$ cat src/rtl/userdma_df_scheduler.sv
// userdma_df_scheduler: launch/run/done sequencer for the userdma dataflow region.
// Optional stall watchdog enabled by defining USERDMA_DF_WDOG_EN.
module userdma_df_scheduler #(
    parameter int NUM_PROC    = 5,
    parameter int CNT_W       = 16,
    parameter int WDOG_CYCLES = 1024
) (
    input  logic                clock,
    input  logic                reset,
    input  logic                ap_start,
    input  logic                ap_continue,
    output logic                ap_ready,
    output logic                ap_done,
    output logic                ap_idle,
    output logic [NUM_PROC-1:0] proc_start,
    input  logic [NUM_PROC-1:0] proc_ready,
    input  logic [NUM_PROC-1:0] proc_done,
    input  logic [NUM_PROC-1:0] proc_idle,
    input  logic [NUM_PROC-1:0] proc_blocked,
    output logic [NUM_PROC-1:0] proc_continue,
    output logic [CNT_W-1:0]    iter_count,
    output logic                stall,
    output logic [NUM_PROC-1:0] stall_vec
);

    typedef enum logic [1:0] {
        S_IDLE,
        S_LAUNCH,
        S_RUN,
        S_DONE
    } state_t;

    state_t              state_q, state_d;
    logic [NUM_PROC-1:0] ready_seen_q, ready_seen_d;
    logic [NUM_PROC-1:0] done_seen_q, done_seen_d;
    logic [CNT_W-1:0]    iter_q, iter_d;
    logic                ap_done_q;
    logic                ap_idle_q;
    logic                in_launch;
    logic                in_done;
    logic                cont_fire;

    assign in_launch = (state_q == S_LAUNCH);
    assign in_done   = (state_q == S_DONE);
    assign cont_fire = in_done & ap_continue;

    // Next-state and sticky ready/done bookkeeping
    always_comb begin
        state_d      = state_q;
        ready_seen_d = ready_seen_q;
        done_seen_d  = done_seen_q;
        iter_d       = iter_q;
        unique case (state_q)
            S_IDLE: begin
                if (ap_start) begin
                    state_d = S_LAUNCH;
                end
            end
            S_LAUNCH: begin
                ready_seen_d = ready_seen_q | proc_ready;
                // a fast process may report done together with ready
                done_seen_d  = done_seen_q | proc_done;
                if (&ready_seen_d) begin
                    ready_seen_d = '0;
                    state_d      = S_RUN;
                end
            end
            S_RUN: begin
                done_seen_d = done_seen_q | proc_done;
                if (&done_seen_d) begin
                    state_d = S_DONE;
                end
            end
            S_DONE: begin
                if (ap_continue) begin
                    done_seen_d = '0;
                    iter_d      = iter_q + CNT_W'(1);
                    state_d     = ap_start ? S_LAUNCH : S_IDLE;
                end
            end
            default: begin
                state_d = S_IDLE;
            end
        endcase
    end

    // State, bookkeeping and registered status outputs
    always_ff @(posedge clock) begin
        if (reset) begin
            state_q      <= S_IDLE;
            ready_seen_q <= '0;
            done_seen_q  <= '0;
            iter_q       <= '0;
            ap_done_q    <= 1'b0;
            ap_idle_q    <= 1'b0;
        end else begin
            state_q      <= state_d;
            ready_seen_q <= ready_seen_d;
            done_seen_q  <= done_seen_d;
            iter_q       <= iter_d;
            ap_done_q    <= (state_d == S_DONE);
            ap_idle_q    <= (state_q == S_IDLE) & (&proc_idle);
        end
    end

    assign proc_start    = in_launch ? ~ready_seen_q : '0;
    assign ap_ready      = in_launch & (&(ready_seen_q | proc_ready));
    assign proc_continue = {NUM_PROC{cont_fire}};
    assign ap_done       = ap_done_q;
    assign ap_idle       = ap_idle_q;
    assign iter_count    = iter_q;

`ifdef USERDMA_DF_WDOG_EN
    localparam int WC_W = (WDOG_CYCLES > 2) ? $clog2(WDOG_CYCLES) : 1;
    localparam logic [WC_W-1:0] WC_MAX = WC_W'(WDOG_CYCLES - 1);

    logic [WC_W-1:0]     wcnt_q;
    logic                stall_q;
    logic [NUM_PROC-1:0] stall_vec_q;
    logic                wd_active;
    logic                wd_stopped;
    logic                wd_rearm;

    assign wd_active  = in_launch | (state_q == S_RUN);
    // every process is parked and at least one is held by back-pressure
    assign wd_stopped = (&(proc_idle | done_seen_q | proc_blocked))
                      & (|proc_blocked);
    assign wd_rearm   = (state_q == S_IDLE) & ap_start;

    // Saturating stall counter with sticky flag and blocked snapshot
    always_ff @(posedge clock) begin
        if (reset) begin
            wcnt_q      <= '0;
            stall_q     <= 1'b0;
            stall_vec_q <= '0;
        end else if (wd_rearm) begin
            wcnt_q      <= '0;
            stall_q     <= 1'b0;
            stall_vec_q <= '0;
        end else if (!wd_active || !wd_stopped) begin
            wcnt_q <= '0;
        end else if (wcnt_q == WC_MAX) begin
            if (!stall_q) begin
                stall_q     <= 1'b1;
                stall_vec_q <= proc_blocked;
            end
        end else begin
            wcnt_q <= wcnt_q + WC_W'(1);
        end
    end

    assign stall     = stall_q;
    assign stall_vec = stall_vec_q;
`else
    logic unused_wdog;

    assign unused_wdog = (^proc_blocked) ^ (WDOG_CYCLES < 2);
    assign stall       = 1'b0;
    assign stall_vec   = '0;
`endif

endmodule
$ cat config.mk
export PLATFORM = sky130hd
export DESIGN_NAME = userdma_df_scheduler
export DESIGN_NICKNAME = d
export VERILOG_FILES = /design/src/rtl/userdma_df_scheduler.sv
export SDC_FILE = /design/constraint.sdc
export NUM_CORES = 1
export LEC_CHECK = 0
export CAP_MARGIN = 20
export CORE_MARGIN = 2
export CORE_UTILIZATION = 38
export DETAILED_ROUTE_END_ITERATION = 8
export GPL_TIMING_DRIVEN = 0
export PLACE_DENSITY = 0.75
export SETUP_SLACK_MARGIN = 0.5
export SLEW_MARGIN = 20
export SYNTH_ARGS = -nofsm -noshare
export SYNTH_HDL_FRONTEND = slang
export SYNTH_SLANG_ARGS = --single-unit
$ cat constraint.sdc
create_clock -name clock -period 1.43 [get_ports clock]
set_input_delay 0.2145 -clock clock [delete_from_list [all_inputs] [get_ports clock]]
set_output_delay 0.2145 -clock clock [all_outputs]
set_load 0.02 [all_outputs]
==> results of run 1 <==
## final timing paths
| kind | from | end | slack [ns] |
|---|---|---|---|
| max | state_q[0] | state_q[0] | -0.11 |
| min | reset | iter_count[14] | 0.29 |
| max reg2reg | state_q[0] | state_q[0] | -0.11 |
| min reg2reg | iter_count[11] | iter_count[11] | 0.51 |
## area by class of cell
type | instances | area share
multi-input combinational | 123 | 0.391
timing repair buffer | 68 | 0.260
sequential | 30 | 0.237
buffer | 15 | 0.0463
clock buffer | 7 | 0.0313
tap | 48 | 0.0218
inverter | 5 | 0.0113
clock inverter | 1 | 0.00181
## worst max-delay path, cell delays in order, from the launching register on
cell	delay, ns
dfxtp_4	0.41
inv_4	0.06
ha_4	0.15
nand2b_4	0.13
or4_4	0.44
o2111ai_4	0.12
nor2b_1	0.16
## cell usage after synthesis (all sizes together)
cell type / n
nor4: 1
xnor2: 2
nand2: 8
conb: 1
nor2: 23
and4: 4
nand4b: 1
nor3: 1
o21a: 1
o21bai: 1
o2111ai: 1
o41a: 1
clkbuf: 4
or2: 1
dfxtp: 30
xor2: 8
o21ai: 9
and2: 2
nand3: 4
nor2b: 8
nand4: 6
or3: 5
a21oi: 12
nand2b: 3
inv: 5
or4: 1
ha: 5
buf: 11
o22ai: 4
a22oi: 5
## stage by stage
stage                     cells   util
final                       297  0.748
after global routing        297  0.748
after CTS                   292  0.719
after detailed placement    267  0.590
after global placement      267  0.590
after floorplan             173      -
## where the power goes
group          total, mW  switching (mW)  leakage [nW]  internal, mW
Sequential         0.883          0.0401         0.257         0.843
Combinational      0.413           0.179         0.831         0.234
Clock              0.702           0.315        0.0482         0.387
## sequential cells by signal (all words and copies together), names as in the netlist
name / cells
done_seen_q: 5
ap_idle: 1
iter_count: 16
state_q: 2
ap_done: 1
ready_seen_q: 5
## timing repair
item / in CTS / in global routing
hold buffers: 0 / 0
resized for setup: 234 / 20
buffers inserted: 16 / 5
pin swaps: 16 / 15
hold endpoints to repair: 0 / 0
endpoints found under the setup margin: 58 / 59
cloned: 1 / 0
## cell families after synthesis
family / synth area share
buffers and inverters: 0.0796
AND/OR/NAND/NOR: 0.265
flip-flops: 0.411
adder cells (fa/ha/maj): 0.0428
AO/OA/AOI/OAI: 0.139
XOR/XNOR: 0.0599
other: 0.00257
## metal layers
metal	GRT usage	routed length, um	vias to the layer above
li1	-	-	735
met1	0.231	1730	717
met2	0.374	2220	49
met3	0.0647	203	12
met4	0.0867	113	0
met5	0	0	-
==> impl_metrics.tcl, run 1 <==
set metrics [dict create \
    outcome "finished with violations" \
    failing_checks "negative setup slack" \
    most_frequent_cells_in_the_layout "buf_6, nor2_1, buf_4, clkdlybuf4s50_1, dfxtp_4" \
    yosysUniqueCellTypes 33 \
    die-area_sq_um 4360 \
    floorplan.core_area_sq_um 3690 \
    globalRouteTotalUtil 0.210 \
    power_leakage_nw 1.14 \
    finish.instance_area_sq_um 2760 \
    critical_path_required_ns 1.64 \
    detail_route.vias_per_cell 5.09 \
    numPortBuffers 46 \
    post_synth_main_area_contributors "dfxtp_1, nor2_1, buf_4" \
    final_hold_vios 0 \
    grt_setup_unrepaired "true" \
    placement_rows 22 \
    clk_root_buffer_cell "clkbuf_8" \
    drive_gt1_frac 0.566 \
    initial_antenna_violation_count 0 \
    cts.path.max_buffers 2 \
    antenna_violating_nets_post_route 0 \
    cts_num_sinks 30 \
    most_common_library_cell_in_the_layout_ignoring_fill_and_taps "buf_6" \
    report.power.total_mw 2.00 \
    area_of_the_multi_input_gates_sq_um 1080 \
    htreeDepth 2 \
    wl_per_cell_um 14.4 \
    tightest_slew_ns 0.547 \
    num_io_pins 59 \
    timing.max_cap.violations 0 \
    fillerInstances 256 \
    totalNegativeSetupSlack_ns -1.11 \
    area_used_by_sequential_logic_in_the_layout_sq_um 653 \
    holdCritPathClass "input pin to flop" \
    power.density_cell_area_nw_per_um2 725 \
    clock_skew_ns 0.00587 \
    r2r_cells 6 \
    grt_pass1_vias 1464 \
    final_net_count 277 \
    dpl_worst_slack_ns -0.718 \
    grt_first_pass_wirelength_mm 6.89 \
    worstPathArrival_ns 1.75 \
    ys_ff_latch 30 \
    die_width_um 66.0 \
    worst_hold_slack_ns 0.295 \
    drt_first_iter_violations 71 \
    placed_area_sq_um 2180 \
    clkSlewWorstSetupHoldPaths_ns 0.07 \
    pin_count_of_the_biggest_net_entering_global_routing 11 \
    final.min_clock_period_ns 1.54 \
    cts_tree "built" \
    fmaxAchievable_ghz 0.649 \
    clk_latency_ns 0.28 \
    routabilityCongestion 0.708 \
    flow.area_growth_from_synthesis_pct 88.7 \
    crit_fanout 5 \
    worstHoldPathCells 2 \
    fin_crit_sh 1.08 \
    max-vdd-ir-drop_mv 0.462 \
    ys_warn_count 0 \
    vias 1513 \
    synthCells 168 \
    starting_density 0.396 \
    gr-total-overflow 0 \
    postLayoutSetupSlackWorst_ns -0.111 \
    crit_path_end_kind "flop" \
    chipHeight_um 66.0 \
    setup_viol 19 \
    numCtsBuffers 5 \
    antenna_diode_count 0 \
    finalMaxSlewViolations 0 \
    drc 0 \
    post-synth-top-area-cell "dfxtp_1" \
    detailedRoute.firstPassIterationCount 5 \
    syn_area_per_cell_sq_um 8.70 \
    slew-limit-headroom 0.636 \
    worstSetupStartpointType "flop" \
    syn-cell-area_sq_um 1460 \
    synth-seq-area-share 0.411 \
    type_of_the_worst_setup_path "flop to flop" \
    finalWirelength_mm 4.27 \
    dp_hpwl_mm 2.49 \
    post-synth-top-area-fraction 0.411 \
]
(Power assumes the default switching activity.)
==> run 2, diff against run 1 <==
CTS_CLUSTER_DIAMETER = 80   (was not set)
==> results of run 2 <==
Same layout as run 1: the final DEF is identical, and so are final timing and power.
==> run 3, diff against run 2 <==
ABC_CLOCK_PERIOD_IN_PS = 1430   (was not set)
==> results of run 3 <==
Same layout as run 1: the final DEF is identical, and so are final timing and power.
